<file path="config.mk">
export PLATFORM = sky130hd
export DESIGN_NAME = x_mux_nto1
export DESIGN_NICKNAME = d
export VERILOG_FILES = /design/src/rtl/x_mux_nto1_pkg.sv /design/src/rtl/x_mux_slice_sel.sv /design/src/rtl/x_mux_nto1.sv
export SDC_FILE = /design/constraint.sdc
export NUM_CORES = 1
export LEC_CHECK = 0
export CAP_MARGIN = 20
export CELL_PAD_IN_SITES_DETAIL_PLACEMENT = 0
export CELL_PAD_IN_SITES_GLOBAL_PLACEMENT = 2
export CORE_MARGIN = 4
export CORE_UTILIZATION = 24
export CTS_CLUSTER_DIAMETER = 200
export DETAILED_ROUTE_END_ITERATION = 12
export PLACE_DENSITY = 0.8
export SLEW_MARGIN = 20
export SYNTH_ARGS = -nofsm -noshare
export SYNTH_HDL_FRONTEND = slang
export SYNTH_HIERARCHICAL = 1
export SYNTH_SLANG_ARGS = --single-unit
</file>
<file path="constraint.sdc">
create_clock -name clock -period 1.9 [get_ports clock]
set_input_delay 0.38 -clock clock [delete_from_list [all_inputs] [get_ports clock]]
set_output_delay 0.38 -clock clock [all_outputs]
set_load 0.01 [all_outputs]
</file>
<file path="src/rtl/x_mux_nto1_pkg.sv">
// rtl/x_mux_nto1_pkg.sv - shared state encoding and counter sizing for the N-to-1 serializer
package x_mux_nto1_pkg;

  typedef enum logic {
    ST_IDLE = 1'b0,
    ST_RUN  = 1'b1
  } mux_state_t;

  // Slice counter width; never narrower than one bit so RATIO=1 still has a counter.
  function automatic int cnt_width(input int ratio);
    return (ratio <= 2) ? 1 : $clog2(ratio);
  endfunction

endpackage

</file>
<file path="src/rtl/x_mux_slice_sel.sv">
// rtl/x_mux_slice_sel.sv - picks the slice to emit from a frame given the slice counter
module x_mux_slice_sel
  import x_mux_nto1_pkg::*;
#(
  parameter int WIDTH     = 1,
  parameter int RATIO     = 2,
  parameter bit LSB_FIRST = 1'b1,
  localparam int CW       = cnt_width(RATIO)
) (
  input  logic [RATIO*WIDTH-1:0] frame,
  input  logic [CW-1:0]          cnt,
  output logic [WIDTH-1:0]       slice
);

  // Counter value 0 always means "first slice sent"; LSB_FIRST only remaps which slice that is.
  always_comb begin
    slice = '0;
    for (int k = 0; k < RATIO; k++) begin
      if (cnt == CW'(LSB_FIRST ? k : RATIO - 1 - k)) begin
        slice = frame[k*WIDTH +: WIDTH];
      end
    end
  end

endmodule

</file>
<file path="src/rtl/x_mux_nto1.sv">
// rtl/x_mux_nto1.sv - N-to-1 output serializer with hold buffer, frame marker and underrun flag
module x_mux_nto1
  import x_mux_nto1_pkg::*;
#(
  parameter int               WIDTH     = 1,
  parameter int               RATIO     = 2,
  parameter logic [WIDTH-1:0] IDLE_VAL  = {WIDTH{1'b1}},
  parameter bit               LSB_FIRST = 1'b1
) (
  input  logic                   clock,
  input  logic                   nreset,
  input  logic                   clock_en,
  input  logic [RATIO*WIDTH-1:0] din,
  input  logic                   din_valid,
  output logic                   din_ready,
  input  logic                   blank,
  input  logic                   noe,
  output logic [WIDTH-1:0]       dout,
  output logic                   dout_oe,
  output logic                   dout_first,
  output logic                   underrun,
  input  logic                   underrun_clr
);

  localparam int            CW   = cnt_width(RATIO);
  localparam int            FW   = RATIO * WIDTH;
  localparam logic [CW-1:0] LAST = CW'(RATIO - 1);

  mux_state_t      state_q, state_d;
  logic [CW-1:0]   cnt_q, cnt_d;
  logic [FW-1:0]   shift_q, shift_d;
  logic [FW-1:0]   hold_q, hold_d;
  logic            hold_full_q, hold_full_d;
  logic [WIDTH-1:0] dout_q, dout_d;
  logic            first_q, first_d;
  logic            oe_q, oe_d;
  logic            underrun_q, underrun_d;
  logic [WIDTH-1:0] slice_d;
  logic            at_end;
  logic            accept;
  logic            set_ur;

  // cnt_q tracks the slice currently on dout, so at_end marks the frame boundary decision.
  assign at_end    = (state_q == ST_RUN) && (cnt_q == LAST);
  assign din_ready = nreset & clock_en & ~blank & (~hold_full_q | (at_end & hold_full_q));
  assign accept    = din_valid & din_ready;

  always_comb begin
    state_d     = state_q;
    cnt_d       = cnt_q;
    shift_d     = shift_q;
    hold_d      = hold_q;
    hold_full_d = hold_full_q;
    first_d     = first_q;
    oe_d        = oe_q;
    underrun_d  = underrun_q;
    set_ur      = 1'b0;
    if (clock_en) begin
      oe_d = ~noe;
      if (blank) begin
        state_d     = ST_IDLE;
        cnt_d       = '0;
        shift_d     = '0;
        hold_d      = '0;
        hold_full_d = 1'b0;
        first_d     = 1'b0;
      end else if (state_q == ST_IDLE) begin
        first_d = 1'b0;
        if (accept) begin
          shift_d = din;
          cnt_d   = '0;
          state_d = ST_RUN;
          first_d = 1'b1;
        end
      end else if (!at_end) begin
        cnt_d   = cnt_q + CW'(1);
        first_d = 1'b0;
        if (accept) begin
          hold_d      = din;
          hold_full_d = 1'b1;
        end
      end else begin
        // Frame boundary: hold has priority, then a direct accept, else we ran dry.
        cnt_d   = '0;
        first_d = 1'b1;
        if (hold_full_q) begin
          shift_d     = hold_q;
          hold_full_d = accept;
          if (accept) begin
            hold_d = din;
          end
        end else if (accept) begin
          shift_d = din;
        end else begin
          state_d = ST_IDLE;
          first_d = 1'b0;
          set_ur  = 1'b1;
        end
      end
      underrun_d = set_ur | (underrun_q & ~underrun_clr);
    end
  end

  x_mux_slice_sel #(
    .WIDTH     (WIDTH),
    .RATIO     (RATIO),
    .LSB_FIRST (LSB_FIRST)
  ) u_slice_sel (
    .frame (shift_d),
    .cnt   (cnt_d),
    .slice (slice_d)
  );

  assign dout_d = !clock_en ? dout_q : ((state_d == ST_RUN) ? slice_d : IDLE_VAL);

  always_ff @(posedge clock) begin
    if (!nreset) begin
      state_q     <= ST_IDLE;
      cnt_q       <= '0;
      shift_q     <= '0;
      hold_q      <= '0;
      hold_full_q <= 1'b0;
      dout_q      <= IDLE_VAL;
      first_q     <= 1'b0;
      oe_q        <= 1'b0;
      underrun_q  <= 1'b0;
    end else begin
      state_q     <= state_d;
      cnt_q       <= cnt_d;
      shift_q     <= shift_d;
      hold_q      <= hold_d;
      hold_full_q <= hold_full_d;
      dout_q      <= dout_d;
      first_q     <= first_d;
      oe_q        <= oe_d;
      underrun_q  <= underrun_d;
    end
  end

  assign dout       = dout_q;
  assign dout_first = first_q;
  assign dout_oe    = oe_q;
  assign underrun   = underrun_q;

endmodule
</file>
==> results of run 1 <==
==> cell usage in the layout, fill, tap and decap left out, types with 2 or more instances in the layout <==
master / instances
dlygate4sd2_1: 3
a2bb2oi_2: 2
a21oi_1: 6
a211oi_1: 2
buf_4: 15
o21ai_1: 3
nand2b_1: 2
nor3_1: 2
o21a_1: 2
and2_1: 2
clkdlybuf4s50_1: 8
o21ai_0: 3
dfxtp_2: 2
inv_1: 4
nand2_1: 9
clkbuf_4: 3
clkdlybuf4s15_1: 2
dfxtp_1: 9
nor4_1: 3
nor2_1: 8
==> final cells by class <==
class / instances / share of cell area, %
sequential: 11 / 23.3
tap: 30 / 3.93
inverter: 4 / 1.57
multi-input combinational: 59 / 43.3
timing repair buffer: 28 / 25.0
clock buffer: 3 / 2.36
clock inverter: 1 / 0.524
==> stage by stage <==
stage,setup WS (ns),std cells,utilization [%]
2_1_floorplan,0.177,77,-
3_3_place_gp,-0.460,132,36.0
3_5_place_dp,-0.509,132,36.0
4_1_cts,0.0316,136,38.1
5_1_grt,-0.0508,136,38.6
6_report,0.0715,136,38.6
==> worst max-delay path, stage by stage, from the launching register on <==
cell	delay [ns]
dfxtp_2	0.39
nand2b_1	0.20
a21oi_1	0.22
a2bb2oi_2	0.20
nor3_1	0.08
mux2_4	0.27
o32ai_2	0.28
nand2_1	0.08
==> logic make-up after synthesis <==
kind of cell              Yosys count  share of synthesized area (%)
AOI/OAI and AO/OA                  24                           25.1
xor gates and xnor gates            1                           1.40
buffers and inverters               7                           4.79
DFF                                11                           35.1
muxes                               1                           2.39
and+or+nand+nor                    33                           31.1
==> worst paths after layout <==
| path | end | slack (ns) | depth (start not counted) |
|---|---|---|---|
| max | dout$_SDFFE_PN1P_ | 0.07 | 7 |
| min | hold_q[1]$_SDFFE_PN0P_ | 0.46 | 2 |
| max reg2reg | dout$_SDFFE_PN1P_ | 0.07 | 7 |
| min reg2reg | hold_q[1]$_SDFFE_PN0P_ | 0.46 | 2 |
==> power by group <==
group          leakage [nW]  internal [mW]  switching, mW  total [mW]
Combinational         0.271         0.0527         0.0449      0.0977
Clock                0.0177         0.0780         0.0858       0.164
Sequential           0.0901          0.235        0.00353       0.238
==> metal layers <==
metal,GRT usage (%),up-vias,routed length [um]
met5,0,-,0
li1,-,340,-
met4,2.91,0,21
met1,13.9,304,807
met2,20.0,8,954
met3,3.49,2,49
==> sequential cells by signal, summed over array words and instances (netlist names) <==
| signal | cells |
|---|---|
| dout_oe | 1 |
| hold_q | 2 |
| cnt_q | 1 |
| underrun | 1 |
| state_q | 1 |
| dout | 1 |
| shift_q | 2 |
| dout_first | 1 |
| hold_full_q | 1 |
==> Yosys cell counts (all sizes together), types with 2 or more instances <==
cell type / number / area share (%)
a211oi: 2 / 2.4
nor3: 2 / 1.6
nor2: 9 / 5.8
dfxtp: 11 / 35
nand2: 9 / 5.4
a21oi: 6 / 4.8
nand2b: 3 / 4.2
nor4: 3 / 3.0
o21a: 2 / 2.4
buf: 3 / 2.4
o21ai: 6 / 4.8
and2: 2 / 2.0
a2bb2oi: 3 / 4.2
inv: 4 / 2.4
==> repair_timing <==
item	in CTS	in global routing
cloned	0	0
resized for setup	10	5
setup endpoints to repair	2	1
hold buffers	0	0
pin swaps	2	2
==> out/results.txt, run 1 <==
startpoint types = register
Starting Density = 25.3%
Seq/Total Area, Yosys = 35.1%
total track usage = 11.6%
initial antenna violation count = 0
Post-synth ARST share = 0%
element type at the critical path end = register
Total Neg Setup Slack = 0 ns
synth unique cells = 29
Post-Synthesis Net Count = 86
pin count of the biggest net entering global routing = 9
die height = 59.1 um
# nets final = 116
mapped cell area = 627 um2
Longest Clk Path Bufs = 2
Seq cells post-synth = 11
Area Overhead vs Synth = 52.5%
vias per inst = 4.81
register area = 223 um2
post-DP HPWL = 1410 um
min-delay src = hold_q[1]$_SDFFE_PN0P_
leak pwr = 0.378 nW
Synth Flop Type = dfxtp_1
critical path class = reg -> reg
fin. max-slew vios = 0
DRT iter0 DRCs = 17
core area = 2480 um2
PortBufs = 13
CTS Root Cell = clkbuf_4
crit path from = hold_full_q$_SDFFE_PN0P_
later-pin clock latency in the skew report = 0.27 ns
vias in the first global route = 668
CTS tree = built
max-cap check violation count = 0
via count = 654
Wirelength per Cell = 13.5 um
Worst-path clk slew = 0.08 ns
io pins = 14
Cells after Synth = 77
Remaining Overflow, GRT = 0
EDFF count, synth = 0
share of cells above drive strength 1 = 28.3%
Design Area, Final = 956 um2
antenna cells = 0
worst path required time = 2.06 ns
maximum vdd drop = 0.258 mV
TritonCTS buffer count = 3
worst path arrival time = 1.99 ns
Clock Sinks = 11
area of the multi-input gates = 414 um2
reg2reg start = hold_full_q$_SDFFE_PN0P_
fmax = 0.547 GHz
relative slew slack = 80.4%
post-route ant nets = 0
count of final hold-check violations = 0
first-pass GRT wire length = 3030 um
pwr dens = 523 nW/um2
yosys warns = 6
Design Power = 0.500 mW
Post-Syn Area per Cell = 8.14 um2
WL final = 1830 um
final hold slack = 0.460 ns
H-tree depth = 1
worst slew pin tran = 0.292 ns
GP Congestion = 0.828
Tcrit/Tclk final = 96.2%
crit path max fanout = 7
final setup vio count = 0
Final Critical Period = 1.83 ns
die span in x = 59.1 um
Std-Cell Rows = 18
# Post-CTS Setup Buffers = 0
Residual DRC = 0
first drt pass iteration count = 4
clock skew = 0.00268 ns
status = complete, no violations
Fill cells = 271
Post-DP Area = 892 um2
die area = 3490 um2
HP Class = reg -> reg
(Power assumes the default switching activity.)
==> inputs of run 2 (changes only) <==
- GPL_ROUTABILITY_DRIVEN: default -> 0
==> results of run 2 <==
No change in the layout: final DEF, timing and power equal those of run 1.
==> RTL edit (settings of run 1) <==
`RATIO` is set to 2 in 2 places; all go to 4.
--- a/src/rtl/x_mux_slice_sel.sv
+++ b/src/rtl/x_mux_slice_sel.sv
@@ -5,3 +5,3 @@
   parameter int WIDTH     = 1,
-  parameter int RATIO     = 2,
+  parameter int RATIO     = 4,
   parameter bit LSB_FIRST = 1'b1,
--- a/src/rtl/x_mux_nto1.sv
+++ b/src/rtl/x_mux_nto1.sv
@@ -5,3 +5,3 @@
   parameter int               WIDTH     = 1,
-  parameter int               RATIO     = 2,
+  parameter int               RATIO     = 4,
   parameter logic [WIDTH-1:0] IDLE_VAL  = {WIDTH{1'b1}},
Interface: changed (resized din); port bits go from 14 to 16. The function was not compared with the original's and may differ.
==> RTL edit against run 1 <==
The flow now finishes with violations (negative setup slack). Largest cell class unchanged. Total power increased by 62%. First-iteration DRC count increased by 18%. Clock power increased by 88%. Global-route usage decreased by 0.073 points. Sequential power increased by 46%. Design area increased by 57%. Routed wire length increased by 48%. Sequential cell count increased by 5. Die area increased by 43%. Synthesized area increased by 50%. Worst setup slack got worse by 83 ps. Combinational power increased by 55%. Utilization increased by 1.7 points. Final cell count increased by 47%.
==> RTL edit: results <==
metrics = {
    "setup_path": {
        "cp_max_fo": 5,
        "cp_top_family": "multiplexers",
        "max_stage_delay_ps": 450,
    },
    "route": {
        "routed_wl_mm": 2.70,
        "wl_per_cell_um": 13.5,
        "drt_pre_antenna_iters": 2,
        "drt_first_iter_violations": 20,
        "vias": 971,
    },
    "global_routing": {
        "grt_util_all_layers_pct": 11.5,
        "grt_max_degree": 17,
        "grt_pass1_vias": 996,
        "antenna_found_initial": 0,
    },
    "yosys": {
        "postSynthCellCount": 113,
        "syn-num-nets": 125,
        "synth_commonest_cells": "16 x dfxtp_1, 15 x a21oi_1, 7 x nor2_1",
        "ys_seq_area_share_pct": 34.1,
        "synth_cell_types": 36,
        "synth.top_cells.by_area": "dfxtp_1 34%, a21oi_1 8.0%, a32oi_1 3.7%",
    },
    "run_status": {
        "run_status": "finished with violations",
        "violations": "negative setup slack",
    },
    "timing": {
        "slew_headroom_pct": 81.0,
        "skew_ps": 1.84,
        "fin_ws_ps": -11.9,
        "setup_viol": 1,
        "fin_tns_setup_ps": -11.9,
    },
    "cells_and_area": {
        "final_nets": 165,
        "fillers": 386,
        "reg_top3": "hold_q x4, shift_q x4, cnt_q x2",
        "drive_above_1_share_pct": 42.8,
    },
    "placement": {
        "gp_congestion": 0.805,
        "dpl.cell_count": 193,
        "placed_cell_area_um2": 1330,
        "portBuffers": 15,
        "dp_hpwl_mm": 1.98,
    },
    "clocking": {
        "clockRootBuffer": "clkbuf_8",
        "clk_latency_ps": 250,
        "clk_pin_slew_ps": 70,
    },
    "power_and_ir_drop": {
        "peakVddDrop_mv": 0.218,
        "leakage_uw": 0.000597,
    },
}
## RTL edit: logic make-up after synthesis
logic type | count (synthesis) | synth area share (%)
adder cells (fa/ha/maj) | 1 | 1.33
AO/OA/AOI/OAI | 34 | 25.0
buffers and inverters | 13 | 5.86
AND/OR/NAND/NOR | 43 | 25.7
XOR/XNOR | 1 | 0.932
flip-flops | 16 | 34.1
multiplexers | 5 | 7.06
## RTL edit: area by class of cell
class	count	area, µm²	share of cell area, %
multi-input cells	85	688	46.0
repair buffers	42	350	23.4
flip-flops and latches	16	324	21.7
well taps	48	60.1	4.01
clock buffers	4	55.1	3.68
inverters	5	18.8	1.25
## RTL edit: where the power goes
| group | internal, µW | switching, µW |
|---|---|---|
| combinational | 78.5 | 72.6 |
| clock | 184 | 125 |
| sequential | 343 | 5.23 |
| total | 605 | 203 |
## RTL edit: worst paths after layout
path | from | endpoint | slack (ps)
setup reg to reg | cnt_q[1] | dout | -10
setup / recovery | cnt_q[1] | dout | -10
hold reg to reg | underrun | underrun | 460
hold / removal | underrun | underrun | 460
## RTL edit: worst register-to-register path, stage by stage (launching register included)
cell and delay, ps:
dfxtp_2 360, ha_4 180, or2b_4 320, a21oi_2 140, mux2i_1 90, and3_1 150
mux4_2 450, inv_1 60, a31oi_1 60
## RTL edit: metrics by stage
stage               util (%)  setup slack, ps  hold WS, ps
floorplan                  -            -43.6          474
global placement        35.9             -544          448
detailed placement      35.9             -551          454
CTS                     38.9            -27.0          464
global route            40.3            -90.3          502
finish                  40.3            -11.9          455
## RTL edit: metal layers
layer	wire length, µm	part of all wire (%)	vias up	GRT usage [%]
li1	-	-	492	-
met1	1310	48	460	14.6
met2	1270	47	15	19.3
met3	81	3.0	4	0.852
met4	50	1.8	0	6.26
met5	0	0	-	0
## RTL edit: what timing repair did
action	in CTS	in global routing
pin swaps	5	5
setup buffers	1	1
hold buffers	0	0
gates resized for setup	21	15
endpoints found under the setup margin	2	2
cloned	1	0
